===== src/rtl/smb_pkg.sv =====
// Shared definitions for the SMB serial lane protocol, used by both the
// transmitter and the receiver/broadcaster.
package smb_pkg;

    typedef enum logic [2:0] {
        IDLE,
        START,
        ADDR,
        DATA,
        STOP,
        DONE
    } smb_tx_state_t;

    localparam logic SMB_START_BIT  = 1'b0;
    localparam logic SMB_STOP_BIT   = 1'b1;
    localparam int   SMB_ADDR_BITS  = 2;
    localparam int   SMB_FRAME_BITS = 8;
    localparam int   SMB_LANES      = 4;

endpackage


===== src/rtl/smb_serial_tx_if.sv =====
// Parallel request side and serial line of the SMB transmitter.
interface smb_serial_tx_if
    import smb_pkg::*;
#(
    parameter int WIDTH = 4
) ();

    logic                 valid;
    logic                 ready;
    logic                 busy;
    logic                 done;
    logic                 serout;
    logic [SMB_LANES-1:0] PB;
    logic [0:WIDTH-1]     PL0;
    logic [0:WIDTH-1]     PL1;
    logic [0:WIDTH-1]     PL2;
    logic [0:WIDTH-1]     PL3;

    modport master (
        output valid, PB, PL0, PL1, PL2, PL3,
        input  ready, busy, done, serout
    );

    modport slave (
        input  valid, PB, PL0, PL1, PL2, PL3,
        output ready, busy, done, serout
    );

endinterface


===== src/rtl/smb_bit_timer.sv =====
// Bit-period divider: tick is high on the last cycle of each BIT_CYCLES-long bit.
module smb_bit_timer #(
    parameter int BIT_CYCLES = 1
) (
    input  logic clk,
    input  logic rst,
    input  logic restart,
    output logic tick
);

    logic [7:0] cnt_q;
    logic [7:0] cnt_d;

    always_comb begin
        tick  = (cnt_q == 8'(BIT_CYCLES - 1));
        cnt_d = (restart || tick) ? 8'd0 : cnt_q + 8'd1;
    end

    always_ff @(posedge clk) begin
        if (rst) begin
            cnt_q <= 8'd0;
        end else begin
            cnt_q <= cnt_d;
        end
    end

endmodule


===== src/rtl/smb_serial_tx.sv =====
// SMB serial transmitter: captures four lane words plus a mask, then sends one
// 8-bit frame (start, lane index, data, stop) per selected lane, lowest lane first.
module smb_serial_tx
    import smb_pkg::*;
#(
    parameter int WIDTH      = 4,
    parameter int BIT_CYCLES = 1
) (
    input  logic            clk,
    input  logic            rst,
    smb_serial_tx_if.slave  bus
);

    smb_tx_state_t        state_q, state_d;
    logic [SMB_LANES-1:0] mask_q, mask_d;
    logic [SMB_LANES-1:0] remaining;
    logic [1:0]           lane_q, lane_d;
    logic [1:0]           bit_cnt_q, bit_cnt_d;
    logic [0:WIDTH-1]     data_q [SMB_LANES];
    logic [0:WIDTH-1]     data_d [SMB_LANES];
    logic                 serout_q, serout_d;
    logic                 ready_q, ready_d;
    logic                 busy_q, busy_d;
    logic                 done_q, done_d;
    logic                 tick;
    logic                 timer_restart;

    function automatic logic [1:0] lowest_lane(input logic [SMB_LANES-1:0] m);
        lowest_lane = 2'd0;
        for (int i = SMB_LANES - 1; i >= 0; i--) begin
            if (m[i]) lowest_lane = 2'(i);
        end
    endfunction

    // Holding the timer cleared in IDLE makes the first bit start a full period on acceptance.
    assign timer_restart = (state_q == IDLE) || tick;

    smb_bit_timer #(
        .BIT_CYCLES(BIT_CYCLES)
    ) u_bit_timer (
        .clk    (clk),
        .rst    (rst),
        .restart(timer_restart),
        .tick   (tick)
    );

    always_comb begin
        state_d   = state_q;
        mask_d    = mask_q;
        lane_d    = lane_q;
        bit_cnt_d = bit_cnt_q;
        data_d    = data_q;
        remaining = mask_q & ~(SMB_LANES'(1) << lane_q);

        case (state_q)
            IDLE: begin
                if (bus.valid) begin
                    mask_d    = bus.PB;
                    data_d[0] = bus.PL0;
                    data_d[1] = bus.PL1;
                    data_d[2] = bus.PL2;
                    data_d[3] = bus.PL3;
                    bit_cnt_d = 2'd0;
                    if (bus.PB != '0) begin
                        state_d = START;
                        lane_d  = lowest_lane(bus.PB);
                    end else begin
                        state_d = DONE;
                    end
                end
            end
            START: begin
                if (tick) begin
                    state_d   = ADDR;
                    bit_cnt_d = 2'(SMB_ADDR_BITS - 1);
                end
            end
            ADDR: begin
                if (tick) begin
                    if (bit_cnt_q == 2'd0) state_d = DATA;
                    else bit_cnt_d = bit_cnt_q - 2'd1;
                end
            end
            DATA: begin
                if (tick) begin
                    if (bit_cnt_q == 2'(WIDTH - 1)) begin
                        state_d   = STOP;
                        bit_cnt_d = 2'd0;
                    end else begin
                        bit_cnt_d = bit_cnt_q + 2'd1;
                    end
                end
            end
            STOP: begin
                if (tick) begin
                    mask_d = remaining;
                    if (remaining != '0) begin
                        state_d = START;
                        lane_d  = lowest_lane(remaining);
                    end else begin
                        state_d = DONE;
                    end
                end
            end
            DONE:    state_d = IDLE;
            default: state_d = IDLE;
        endcase

        // Outputs are decoded from the next state so they line up with it once registered.
        serout_d = SMB_STOP_BIT;
        case (state_d)
            START:   serout_d = SMB_START_BIT;
            ADDR:    serout_d = lane_d[bit_cnt_d[0]];
            DATA:    serout_d = data_d[lane_d][bit_cnt_d];
            default: serout_d = SMB_STOP_BIT;
        endcase
        ready_d = (state_d == IDLE);
        busy_d  = (state_d == START) || (state_d == ADDR) ||
                  (state_d == DATA)  || (state_d == STOP);
        done_d  = (state_d == DONE);
    end

    always_ff @(posedge clk) begin
        if (rst) begin
            state_q   <= IDLE;
            mask_q    <= '0;
            lane_q    <= 2'd0;
            bit_cnt_q <= 2'd0;
            data_q    <= '{default: '0};
            serout_q  <= 1'b1;
            ready_q   <= 1'b1;
            busy_q    <= 1'b0;
            done_q    <= 1'b0;
        end else begin
            state_q   <= state_d;
            mask_q    <= mask_d;
            lane_q    <= lane_d;
            bit_cnt_q <= bit_cnt_d;
            data_q    <= data_d;
            serout_q  <= serout_d;
            ready_q   <= ready_d;
            busy_q    <= busy_d;
            done_q    <= done_d;
        end
    end

    assign bus.serout = serout_q;
    assign bus.ready  = ready_q;
    assign bus.busy   = busy_q;
    assign bus.done   = done_q;

endmodule


===== src/flat_wrapper.sv =====
// flat-port wrapper written by rule: the top's interface ports become plain ports
module smb_serial_tx_flat import smb_pkg::*;
#(
    parameter int WIDTH      = 4,
    parameter int BIT_CYCLES = 1
)
  (clk, rst, bus_valid, bus_PB, bus_PL0, bus_PL1, bus_PL2, bus_PL3, bus_ready, bus_busy, bus_done, bus_serout);
  smb_serial_tx_if #(.WIDTH(WIDTH)) bus_i ();
  input  logic clk;
  input  logic rst;
  input wire logic [$bits(bus_i.valid)-1:0] bus_valid;
  input wire logic [$bits(bus_i.PB)-1:0] bus_PB;
  input wire logic [$bits(bus_i.PL0)-1:0] bus_PL0;
  input wire logic [$bits(bus_i.PL1)-1:0] bus_PL1;
  input wire logic [$bits(bus_i.PL2)-1:0] bus_PL2;
  input wire logic [$bits(bus_i.PL3)-1:0] bus_PL3;
  output wire logic [$bits(bus_i.ready)-1:0] bus_ready;
  output wire logic [$bits(bus_i.busy)-1:0] bus_busy;
  output wire logic [$bits(bus_i.done)-1:0] bus_done;
  output wire logic [$bits(bus_i.serout)-1:0] bus_serout;
  assign bus_i.valid = bus_valid;
  assign bus_i.PB = bus_PB;
  assign bus_i.PL0 = bus_PL0;
  assign bus_i.PL1 = bus_PL1;
  assign bus_i.PL2 = bus_PL2;
  assign bus_i.PL3 = bus_PL3;
  assign bus_ready = bus_i.ready;
  assign bus_busy = bus_i.busy;
  assign bus_done = bus_i.done;
  assign bus_serout = bus_i.serout;
  smb_serial_tx #(.WIDTH(WIDTH), .BIT_CYCLES(BIT_CYCLES)) u_core (.clk(clk), .rst(rst), .bus(bus_i));
endmodule

===== config.mk =====
export PLATFORM = sky130hd
export DESIGN_NAME = smb_serial_tx_flat
export DESIGN_NICKNAME = d
export VERILOG_FILES = /design/src/rtl/smb_pkg.sv /design/src/rtl/smb_serial_tx_if.sv /design/src/rtl/smb_bit_timer.sv /design/src/rtl/smb_serial_tx.sv /design/src/flat_wrapper.sv
export SDC_FILE = /design/constraint.sdc
export NUM_CORES = 1
export LEC_CHECK = 0
export CORE_ASPECT_RATIO = 1.75
export CORE_MARGIN = 10
export CORE_UTILIZATION = 30
export DETAILED_ROUTE_END_ITERATION = 10
export SYNTH_ARGS = -nofsm -noshare
export SYNTH_HDL_FRONTEND = slang
export SYNTH_SLANG_ARGS = --single-unit

===== constraint.sdc =====
create_clock -name clk -period 2.3 [get_ports clk]
set_clock_uncertainty 0.05 [all_clocks]
set_input_delay 0.23 -clock clk [delete_from_list [all_inputs] [get_ports clk]]
set_output_delay 0.23 -clock clk [all_outputs]
set_load 0.02 [all_outputs]

==> flow_metrics.py <==
metrics = {
    "outcome": {
        "violations": "negative setup slack",
        "outcome": "finished with violations",
    },
    "worst_setup_path": {
        "crit_fanout": 4,
        "required_ns": 2.41,
        "path_cells": "inv_2 > ha_4 > nor3b_4 > a311oi_2 > or4b_1 > o221ai_2 > mux2_4 > o21ai_1 > and3b_1 > o211ai_2",
        "start_kind": "flop",
        "slowest_delay_ns": 0.51,
        "cp_slowest_cell": "or4b_1",
        "crit_arrival_ns": 2.54,
        "rr_worst_depth": 10,
        "crit_path_end_kind": "flop",
        "worst-setup-path-type": "flop to flop",
    },
    "layout": {
        "n_antenna_cell": 0,
        "n_fill_cell": 690,
        "final_cells": 414,
        "layout_common_cells": "47 x buf_4, 45 x nand2_1, 37 x dfxtp_1",
        "drive_above_1_share": 0.2212,
        "layout_commonest_cell": "buf_4",
        "area_growth_pct": 39.61,
        "nets": 358,
    },
    "floorplanning": {
        "dieArea_mm2": 0.01106,
        "io_pins": 27,
        "start_util": 0.3105,
        "rows": 40,
        "dieWidth_um": 83.91,
        "core_mm2": 0.006907,
        "die_y_um": 131.8,
    },
    "global_route": {
        "grt_max_degree": 26,
        "antenna_found_initial": 0,
        "grtUsageTotal": 0.1039,
        "use_met1": 0.08942,
        "grt_busiest_layer": "met2",
        "grt_first_pass_wirelength_mm": 9.687,
        "grt_pass1_vias": 2129,
        "grt-ovfl-total": 0,
        "met3_usage": 0.02351,
        "use_met2": 0.2025,
    },
    "worst_hold_path": {
        "hold_path.class": "flop to flop",
        "hold_depth": 2,
    },
    "detailed_routing": {
        "first_iter_violations": 100,
        "drt_first_pass_iters": 4,
        "drc": 0,
        "via_per_inst": 4.986,
        "num_vias": 2064,
        "ant_nets": 0,
        "wire_per_inst_um": 13.75,
        "routed_wl_mm": 5.694,
    },
    "run": {
        "drv_cap": 0,
    },
    "sta": {
        "rsz0062_at_grt": "true",
        "maxSlewHeadroom": 0.7379,
        "fin_tns_setup_ns": -0.1284,
        "timing.final.crit_share": 1.056,
        "fmax_mhz": 411.8,
        "fin_crit_ns": 2.428,
        "hold_viol_final": 0,
        "fin_ws_ns": -0.1284,
        "drv_slew": 0,
        "tightest_slew_ns": 0.3895,
        "setup_viol": 1,
    },
    "synthesis": {
        "synth_edf_count": 0,
        "syn_inst": 265,
        "yosysSeqAreaShare": 0.3641,
        "async_flop_share": 0,
        "syn_nets": 294,
        "synth_area_mm2": 0.002145,
        "ys_types": 51,
        "synth_ff_type": "dfxtp_1",
        "syn_avg_cell_area_um2": 8.093,
        "synthesis.yosys.warnings": 0,
        "synth_seq_cells": 39,
    },
    "clocking": {
        "clk_path_buf_depth": 2,
        "ctsHoldBuffers": 0,
        "htree_levels": 2,
        "cts-root-buf": "clkbuf_16",
        "clkLatencyLatePin_ns": 0.28,
        "cts_tree": "yes",
        "clk_pin_slew_ns": 0.05,
        "cts_sinks": 39,
        "cts_buffers": 5,
    },
    "placed_design": {
        "dp_cells": 405,
        "place.gp.congestion": 0.8713,
        "dpl.hpwl_mm": 4.557,
        "portBuffers": 26,
        "dp_worst_setup_slack_ns": -0.2300,
    },
    "power_and_ir_drop": {
        "powerDensity_mw_per_mm2": 725.3,
        "ir_drop_uv": 647.5,
        "leakagePower_nw": 1.181,
    },
}
==> worst paths after layout <==
check                              start                 to  slack (ns)
min reg2reg             u_core.data_q[4]   u_core.data_q[4]        0.40
max reg2reg  u_core.u_bit_timer.cnt_q[1]  u_core.bus.serout       -0.13
min                     u_core.data_q[4]   u_core.data_q[4]        0.40
max          u_core.u_bit_timer.cnt_q[1]  u_core.bus.serout       -0.13
==> critical path, delay by kind of cell, from the launching register on <==
kind	cells	cell delay, ns
buffers and inverters	1	0.07
AOI/OAI and AO/OA	4	0.44
adders and majority gates	1	0.12
and+or+nand+nor	3	0.98
DFF	1	0.32
muxes	1	0.32
==> metal layers <==
| layer | vias up | part of all wire |
|---|---|---|
| li1 | 1054 | - |
| met1 | 952 | 0.36 |
| met2 | 43 | 0.57 |
| met3 | 15 | 0.035 |
| met4 | 0 | 0.032 |
| met5 | - | 0 |
==> flip-flops by register name, summed over array words and instances, names as in the netlist <==
register	flops
u_core.bus.ready	1
u_core.bit_cnt_q	2
u_core.state_q	3
u_core.lane_q	2
u_core.mask_q	4
u_core.bus.serout	1
u_core.bus.busy	1
u_core.u_bit_timer.cnt_q	8
u_core.bus.done	1
u_core.data_q	16
==> per-stage QoR <==
stage	cell area (µm²)	hold WS (ns)	util	power (mW)
after CTS	2977	0.4041	0.4310	2.192
after global routing	2994	0.4285	0.4335	2.287
after detailed placement	2820	0.3963	0.4083	1.467
after global placement	2820	0.3899	0.4083	1.459
final	2994	0.4047	0.4335	2.172
after floorplan	2185	0.2718	-	1.205
==> cell families (layout without fill, tap and decap cells) <==
kind of cell | count (synthesis) | after routing | synth area share
muxes | 11 | 11 | 0.07293
AOI/OAI and AO/OA | 67 | 67 | 0.1995
xor gates and xnor gates | 7 | 7 | 0.02859
buffers and inverters | 25 | 90 | 0.04959
DFF | 39 | 39 | 0.3641
and+or+nand+nor | 110 | 110 | 0.2503
adders and majority gates | 6 | 6 | 0.03500
==> synthesized netlist by cell type, types with 3 or more instances <==
cell type	count	share of area
o21ai_0	10	0.023
buf_2	4	0.0093
xnor2_1	4	0.016
o221ai_1	3	0.012
clkbuf_1	10	0.018
a22oi_1	3	0.011
mux2i_1	7	0.033
nor2_1	27	0.047
nand3_1	7	0.016
nand2_1	45	0.079
a211oi_1	5	0.018
nor2b_1	5	0.015
a21oi_1	28	0.065
inv_1	9	0.016
nor3_1	6	0.014
dfxtp_1	39	0.36
xor2_1	3	0.012
nand2b_1	7	0.020
ha_1	6	0.035
o211ai_1	4	0.014
==> power breakdown <==
group | internal [mW] | switching (mW)
sequential | 0.739 | 0.0356
combinational | 0.333 | 0.347
clock | 0.461 | 0.256
==> layout make-up <==
class	count	area, µm²	share of cell area
Multi-Input combinational cell	201	1303	0.4350
Sequential cell	39	783.3	0.2616
Timing Repair Buffer	73	613.1	0.2048
Inverter	9	33.78	0.01128
Clock buffer	8	156.4	0.05224
Tap cell	84	105.1	0.03510
==> what timing repair did <==
action,4_1_cts,5_1_grt
endpoints found under the setup margin,1,4
buffers inserted,0,1
pin swaps,1,1
gates resized for setup,0,2
(Power assumes the default switching activity.)
